<file path="src/rtl/stack_ctrl.sv">
// Call/return sequencer for the return-address stack: handshakes ID-stage
// requests, strobes the stack, tracks occupancy and traps over/underflow.
module stack_ctrl #(
    parameter int DATA_W = 12,
    parameter int DEPTH  = 8,
    parameter int CNT_W  = 4
) (
    input  logic              clk,
    input  logic              rst,
    input  logic              call_req,
    input  logic [DATA_W-1:0] call_addr,
    input  logic              ret_req,
    output logic              req_ready,
    output logic [DATA_W-1:0] ret_target,
    output logic              ret_valid,
    output logic              stack_push,
    output logic              stack_pop,
    output logic [DATA_W-1:0] stack_wdata,
    input  logic [DATA_W-1:0] stack_rdata,
    output logic [CNT_W-1:0]  depth,
    output logic              full,
    output logic              empty,
    output logic              ovf_err,
    output logic              unf_err,
    input  logic              err_clr
);

    localparam logic [1:0] IDLE = 2'd0;
    localparam logic [1:0] PUSH = 2'd1;
    localparam logic [1:0] POP  = 2'd2;
    localparam logic [1:0] READ = 2'd3;

    localparam logic [CNT_W-1:0] FULL_CNT = CNT_W'(DEPTH);

    logic [1:0] state;
    logic       ovf_evt;
    logic       unf_evt;

    assign req_ready = (state == IDLE);
    assign full      = (depth == FULL_CNT);
    assign empty     = (depth == '0);

    // ret_req has priority, so a call only counts as overflow when no return is pending
    always_comb begin
        ovf_evt = 1'b0;
        unf_evt = 1'b0;
        if (state == IDLE) begin
            if (ret_req) begin
                unf_evt = empty;
            end else if (call_req) begin
                ovf_evt = full;
            end
        end
    end

    always_ff @(posedge clk) begin
        if (!rst) begin
            state       <= IDLE;
            depth       <= '0;
            ret_target  <= '0;
            ret_valid   <= 1'b0;
            stack_push  <= 1'b0;
            stack_pop   <= 1'b0;
            stack_wdata <= '0;
            ovf_err     <= 1'b0;
            unf_err     <= 1'b0;
        end else begin
            stack_push <= 1'b0;
            stack_pop  <= 1'b0;
            ret_valid  <= 1'b0;

            case (state)
                IDLE: begin
                    if (ret_req) begin
                        if (!empty) begin
                            stack_pop <= 1'b1;
                            state     <= POP;
                        end else begin
                            ret_target <= '0;
                            ret_valid  <= 1'b1;
                        end
                    end else if (call_req && !full) begin
                        stack_wdata <= call_addr;
                        stack_push  <= 1'b1;
                        state       <= PUSH;
                    end
                end
                PUSH: begin
                    depth <= depth + 1'b1;
                    state <= IDLE;
                end
                POP: begin
                    depth <= depth - 1'b1;
                    state <= READ;
                end
                READ: begin
                    ret_target <= stack_rdata;
                    ret_valid  <= 1'b1;
                    state      <= IDLE;
                end
                default: state <= IDLE;
            endcase

            // a new error event takes precedence over a simultaneous clear
            ovf_err <= ovf_evt | (ovf_err & ~err_clr);
            unf_err <= unf_evt | (unf_err & ~err_clr);
        end
    end

endmodule

</file>
<file path="config.mk">
export PLATFORM = sky130hd
export DESIGN_NAME = stack_ctrl
export DESIGN_NICKNAME = d
export VERILOG_FILES = /design/src/rtl/stack_ctrl.sv
export SDC_FILE = /design/constraint.sdc
export NUM_CORES = 1
export LEC_CHECK = 0
export BUFFER_PORTS_ARGS = -buffer_cell sky130_fd_sc_hd__buf_4
export CAP_MARGIN = 5
export CELL_PAD_IN_SITES_DETAIL_PLACEMENT = 1
export CELL_PAD_IN_SITES_GLOBAL_PLACEMENT = 2
export CORE_MARGIN = 10
export CORE_UTILIZATION = 29
export DETAILED_ROUTE_END_ITERATION = 8
export GPL_TIMING_DRIVEN = 0
export PLACE_DENSITY_LB_ADDON = 0.1
export SLEW_MARGIN = 25
export SYNTH_ARGS = -nofsm -noshare
export SYNTH_HDL_FRONTEND = slang
export SYNTH_SLANG_ARGS = --single-unit
</file>
<file path="constraint.sdc">
create_clock -name clk -period 3 [get_ports clk]
set_clock_uncertainty 0.2 [all_clocks]
set_input_delay 0.15 -clock clk [delete_from_list [all_inputs] [get_ports clk]]
set_output_delay 0.15 -clock clk [all_outputs]
set_load 0.03 [all_outputs]
</file>
==> metrics.md, run 1 <==
| Metric | Value |
|---|---|
| Status | `finished clean` |
| First-pass GRT wire length | `7.91 mm` |
| Nets@finish | `271` |
| Total chip power | `1.77 mW` |
| Hold Crit Class | `input pin to flip-flop` |
| Unique masters post-synth | `33` |
| Final setup fails | `0` |
| Post-DRT Antenna Nets | `0` |
| Fmax | `0.452 GHz` |
| Via count | `1386` |
| Ratio of cells with drive above 1 in the final layout | `34.0%` |
| Starting Density | `30.4%` |
| Cell chain of the critical path | `inv_1 > ha_1 > clkbuf_1 > nand3b_1 > nor2_4 > buf_12 > mux2i_1 > nor2_1` |
| ANT cells | `0` |
| Number of remaining DRC errors | `0` |
| Final HPWL DP | `3.56 mm` |
| Total CTS buffers | `5` |
| I/O Pins | `65` |
| WL/cell | `15.8 microns` |
| Post-Syn Area | `1450 sq um` |
| Slew Limit Fails | `0` |
| Row count | `25` |
| Setup Fix Bufs, Post-CTS | `0` |
| GPL Wtd Cong | `0.731` |
| CTS resizes | `0` |
| Post-synthesis register bit count | `35` |
| Core area | `4790 sq um` |
| Worst EP arrival | `2.18 ns` |
| TritonCTS clock tree | `built` |
| Setup TNS | `0 ns` |
| RSZ-0062 raised after global routing | `no` |
| Die ar. | `8250 sq um` |
| Synth area leader | `dfxtp_1` |
| YS warnings | `0` |
| Minimum clock period | `2.21 ns` |
| Slew @ Worst Pin | `0.510 ns` |
| Cell count after synthesis | `139` |
| Crit. End Element | `flip-flop` |
| Chip height | `90.8 microns` |
| WS Path Type | `flip-flop to flip-flop` |
| Top cell family by delay on the critical path | `buffers and inverters` |
| Crit path required time | `2.97 ns` |
| Grt ovf | `0` |
| Starting DRC count in detailed routing | `23` |
| CP Launch Type | `flip-flop` |
| Chip width | `90.8 microns` |
| Power Density | `747 nW/um^2` |
| Core Util, Final | `49.6%` |
| I/O Buffers | `64` |
| Average instance area after synthesis | `10.5 sq um` |
| Filler cell count | `543` |
| Number of global-route vias before repair | `1552` |
| # Max-Cap Violations | `0` |
| Deepest clock path buffer count | `2` |
| Clock slew at reported path FFs | `0.08 ns` |
| Final worst-path cycle share | `73.7%` |
| Sequential cell area fraction in the yosys report | `48.2%` |
| Crit Path Max Fanout | `10` |
| Worst-Skew Late Latency | `0.29 ns` |
| Area Growth Syn to Fin | `63.3%` |
| Via density | `4.54` |
| Clk sinks | `35` |
| Synth top area share | `48.2%` |
| Post-CTS Hold Buffers | `27` |
| Final hold vios | `0` |
| Initial antenna violation count | `0` |
| Clock H-tree levels | `2` |
| Most frequent cells in the layout | `buf_4 (65), dfxtp_1 (35), dlygate4sd3_1 (27), nor2_1 (20), mux2i_1 (14)` |
| Slowest-stage cell, CP | `dfxtp_1` |
| Largest stage delay on the critical path | `0.34 ns` |
| Syn_nets | `173` |
| Lkg Pwr | `1.07 nW` |
| Largest net degree at the start of global routing | `12` |
| Flop2flop setup slack | `0.79 ns` |
| Drt pass-1 iters | `4` |
| Bufs and invs on worst path | `3` |
| Synth top area cells | `dfxtp_1 (48%), mux2i_1 (9.6%), a22o_1 (7.2%), nor2_1 (5.2%), ha_1 (4.3%)` |
| Commonest non-fill, non-tap cell in the layout | `buf_4` |
| VDD IR max | `0.431 mV` |
| Slew headroom | `66.0%` |
| Root buffer cell | `clkbuf_8` |
| Drt total wl | `4.83 mm` |
| Total GRT Usage | `11.9%` |
[cells in the mapped netlist, drive strengths merged]
master	number
xnor2	2
nand2b	1
buf	4
inv	6
clkbuf	4
a211oi	1
mux2i	14
a22o	12
nor2b	3
nand2	4
xor2	1
o22ai	1
nand3b	1
nor2	21
or4b	1
o21ai	4
a21o	1
and4b	1
nor3	2
clkinv	1
nand4b	1
mux2	1
o221ai	1
ha	5
a21oi	5
nor4	1
and4bb	1
dfxtp	35
and3	1
nand3	3
[power breakdown]
| part | total, mW | internal (mW) | switching (mW) |
|---|---|---|---|
| combinational | 0.829 | 0.354 | 0.475 |
| clock | 0.341 | 0.162 | 0.179 |
| sequential | 0.603 | 0.538 | 0.0646 |
[metal layers]
layer	track usage, %	part of all wire, %
met1	12.0	40
met2	22.0	54
met3	4.57	5.3
met4	4.05	0.95
met5	0	0
[final cells by class]
cell class              instances  area [sq um]  area share, %
repair buffers                 91           751           31.6
inverters                       7          31.3           1.32
clock inverters                 2          12.5          0.527
multi-input cells              89           657           27.7
clock buffers                   6          72.6           3.06
plain buffers                   8          65.1           2.74
flip-flops and latches         35           701           29.5
well taps                      67          83.8           3.53
[worst paths after layout]
kind	from	endpoint	cells after the start
setup / recovery	state[0]$_SDFFE_PN0P_	stack_wdata[8]$_SDFFE_PN0P_	8
hold / removal	call_req	stack_push$_SDFF_PP0_	3
setup reg to reg	state[0]$_SDFFE_PN0P_	stack_wdata[8]$_SDFFE_PN0P_	8
hold reg to reg	ret_target[6]$_SDFFE_PN0P_	ret_target[6]$_SDFFE_PN0P_	1
[state kept, by name, summed over array words and instances, names as in the netlist]
signal and cells:
ret_target 12, stack_wdata 12, depth 4, state 2, ovf_err 1, ret_valid 1
stack_pop 1, stack_push 1, unf_err 1
[worst register-to-register path, stage by stage (launching register included)]
cell and delay (ns):
dfxtp_1 0.34, inv_1 0.11, ha_1 0.18, clkbuf_1 0.33
nand3b_1 0.24, nor2_4 0.23, buf_12 0.17, mux2i_1 0.23
nor2_1 0.06
[kinds of logic (layout without fill, tap and decap cells)]
logic type      after synthesis  in the layout  synth area share [%]
xor+xnor                      3              3                  1.81
simple gates                 41             41                  15.9
compound gates               25             25                  12.7
mux                          15             15                  10.4
flops                        35             35                  48.2
buf+inv                      15            114                  6.63
fa+ha+maj                     5              5                  4.30
[metrics by stage]
step / instances / hold slack, ns / instance area [sq um] / setup WS, ns
floorplan: 139 / 0.0443 / 1450 / 0.882
global placement: 270 / 0.160 / 2020 / 0.872
detailed placement: 270 / 0.166 / 2020 / 0.742
CTS: 305 / 0.0318 / 2370 / 0.727
global route: 305 / 0.0515 / 2370 / 0.566
finish: 305 / 0.0493 / 2370 / 0.788
No activity file was read; power rests on OpenSTA's default activity.
==> run 2, diff against run 1 <==
CORE_UTILIZATION = 27   (was 29)
clock period = 2.1 ns   (was 3 ns; I/O delays follow)
==> metrics.md, run 2 (synthesis results as in run 1) <==
| Metric | Value |
|---|---|
| Status | `finished clean (unchanged)` |
| Ratio of cells with drive above 1 in the final layout | `36.4% (was 34.0%)` |
| WL/cell | `15.7 microns (was 15.8 microns)` |
| Combinational power share | `45.5% (was 46.8%)` |
| Grt ovf | `0 (unchanged)` |
| Sw frac | `37.9% (was 40.5%)` |
| CP Launch Type | `flip-flop (unchanged)` |
| RSZ-0062 raised after global routing | `no (unchanged)` |
| Nets@finish | `272 (was 271)` |
| Root buffer cell | `clkbuf_8 (unchanged)` |
| Clock H-tree levels | `2 (unchanged)` |
| Number of global-route vias before repair | `1584 (was 1552)` |
| Minimum clock period | `1.98 ns (was 2.21 ns)` |
| Psw | `1.04 mW (was 719 uW)` |
| Flop2flop setup slack | `0.12 ns (was 0.79 ns)` |
| Number of remaining DRC errors | `0 (unchanged)` |
| Final HPWL DP | `3.51 mm (was 3.56 mm)` |
| First-pass GRT wire length | `8.14 mm (was 7.91 mm)` |
| ANT cells | `0 (unchanged)` |
| Via density | `4.44 (was 4.54)` |
| VDD IR max | `0.517 mV (was 0.431 mV)` |
| Chip height | `93.4 microns (was 90.8 microns)` |
| M1 wire length | `2.00 mm (was 1.93 mm)` |
| Final worst-path setup slack | `0.125 ns (was 0.788 ns)` |
| Largest registers | `ret_target x12, stack_wdata x12, depth x4 (unchanged)` |
| Most frequent cells in the layout | `buf_4 (68), dfxtp_1 (35), dlygate4sd3_1 (27), nor2_1 (20), mux2i_1 (14) (was buf_4 (65), dfxtp_1 (35), dlygate4sd3_1 (27), nor2_1 (20), mux2i_1 (14))` |
| Hold Crit Class | `input pin to flip-flop (unchanged)` |
| Power Density | `1130 nW/um^2 (was 747 nW/um^2)` |
| Crit path required time | `2.07 ns (was 2.97 ns)` |
| Clk sinks | `35 (unchanged)` |
| Slew headroom | `66.1% (was 66.0%)` |
| Crit. End Element | `flip-flop (unchanged)` |
| # Max-Cap Violations | `0 (unchanged)` |
| Drt pass-1 iters | `4 (unchanged)` |
| Met3 Wirelength | `416 microns (was 257 microns)` |
| Total GRT Usage | `11.7% (was 11.9%)` |
| Worst EP arrival | `1.95 ns (was 2.18 ns)` |
| Worst hold slack | `0.0108 ns (was 0.0493 ns)` |
| I/O Pins | `65 (unchanged)` |
| Wire length on met2 | `2.41 mm (was 2.59 mm)` |
| Initial antenna violation count | `0 (unchanged)` |
| Total chip power | `2.75 mW (was 1.77 mW)` |
| Filler cell count | `575 (was 543)` |
| GPL Wtd Cong | `0.745 (was 0.731)` |
| R2r startpoint | `depth[0]$_SDFFE_PN0P_ (was state[0]$_SDFFE_PN0P_)` |
| Drt total wl | `4.86 mm (was 4.83 mm)` |
| Starting Density | `28.1% (was 30.4%)` |
| Area Growth Syn to Fin | `67.8% (was 63.3%)` |
| Deepest clock path buffer count | `2 (unchanged)` |
| Post-DRT Antenna Nets | `0 (unchanged)` |
| Critical path endpoint | `ret_target[5]$_SDFFE_PN0P_ (was stack_wdata[8]$_SDFFE_PN0P_)` |
| I/O Buffers | `64 (unchanged)` |
| RR Endpoint | `ret_target[5]$_SDFFE_PN0P_ (was stack_wdata[8]$_SDFFE_PN0P_)` |
| Total CTS buffers | `5 (unchanged)` |
| Fmax | `0.506 GHz (was 0.452 GHz)` |
| Crit. Startpoint | `depth[0]$_SDFFE_PN0P_ (was state[0]$_SDFFE_PN0P_)` |
| Row count | `26 (was 25)` |
| Clock Power Share | `23.0% (was 19.2%)` |
| Pint | `1.71 mW (was 1.05 mW)` |
| Final setup fails | `0 (unchanged)` |
| Design area | `2440 sq um (was 2370 sq um)` |
| Post-Place Cell Area | `2020 sq um (about the same)` |
| Lkg Pwr | `1.10 nW (was 1.07 nW)` |
| Commonest non-fill, non-tap cell in the layout | `buf_4 (unchanged)` |
| Via count | `1371 (was 1386)` |
| Slew Limit Fails | `0 (unchanged)` |
| Clock slew at reported path FFs | `0.07 ns (was 0.08 ns)` |
| Flop pwr share | `31.4% (was 34.0%)` |
| Worst-Skew Late Latency | `0.28 ns (was 0.29 ns)` |
| Largest net degree at the start of global routing | `12 (unchanged)` |
| Final hold vios | `0 (unchanged)` |
| Chip width | `93.4 microns (was 90.8 microns)` |
| Core area | `5170 sq um (was 4790 sq um)` |
| Slew @ Worst Pin | `0.509 ns (was 0.510 ns)` |
| Final worst-path cycle share | `94.1% (was 73.7%)` |
| TritonCTS clock tree | `built (unchanged)` |
| Core Util, Final | `47.2% (was 49.6%)` |
| Crit Path Max Fanout | `10 (unchanged)` |
| Die ar. | `8720 sq um (was 8250 sq um)` |
| Worst Reg-to-Reg Cells | `5 (was 8)` |
| Starting DRC count in detailed routing | `21 (was 23)` |
| DR top layer | `met4 (unchanged)` |
| WS Path Type | `flip-flop to flip-flop (unchanged)` |
| Dpl ws | `-0.130 ns (was 0.742 ns)` |
## run 2: area by class of cell
class	count	area, sq um	share of cell area (%)
multi-input cells	89	672	27.5
clock inverters	2	35.0	1.44
repair buffers	94	773	31.7
clock buffers	6	82.6	3.38
inverters	7	31.3	1.28
well taps	70	87.6	3.59
flip-flops and latches	35	701	28.7
plain buffers	6	57.6	2.36
## run 2: how the worst min path moves through the flow
stage	from	endpoint	slack, ns	cells past startpoint
after floorplan	ret_req	state[0]$_SDFFE_PN0P_	-0.0007	1
after global placement	stack_rdata[10]	ret_target[10]$_SDFFE_PN0P_	0.12	2
after detailed placement	stack_rdata[11]	ret_target[11]$_SDFFE_PN0P_	0.12	2
after CTS	call_req	stack_push$_SDFF_PP0_	0.002	3
after global routing	call_req	stack_push$_SDFF_PP0_	0.03	3
final	call_req	stack_push$_SDFF_PP0_	0.01	3
## run 2: worst max-delay path: stages (launching register included)
cell and delay (ns):
dfxtp_1 0.42, nor4_4 0.45, and3_1 0.31, nor2_1 0.11
buf_6 0.15, a22o_1 0.23
## run 2: what timing repair did
action | CTS | global route
pin swaps | 0 | 1
buffers inserted | 0 | 3
setup endpoints to repair | 10 | 12
gates resized for setup | 1 | 2
endpoints found under the hold margin | 30 | 0
hold buffers | 27 | 0
## run 2: layer usage
metal / vias to the layer above / GRT usage (%)
met5: - / 0
met4: 0 / 3.08
met3: 4 / 5.44
met2: 43 / 19.9
met1: 648 / 12.7
li1: 676 / -
## run 2: per-stage QoR
step | std cells | TNS [ns]
after global placement | 273 | -0.357
after global routing | 309 | 0
after CTS | 307 | 0
after detailed placement | 273 | -0.946
after floorplan | 139 | 0
final | 309 | 0
## run 2: power by group through the flow
stage                     clock network [mW]  logic, mW  registers, mW
after global placement                     0       1.14          0.870
final                                  0.632       1.25          0.865
after floorplan                            0      0.612           1.04
after detailed placement                   0       1.17          0.878
after global routing                   0.686       1.36          0.880
after CTS                              0.653       1.21          0.864
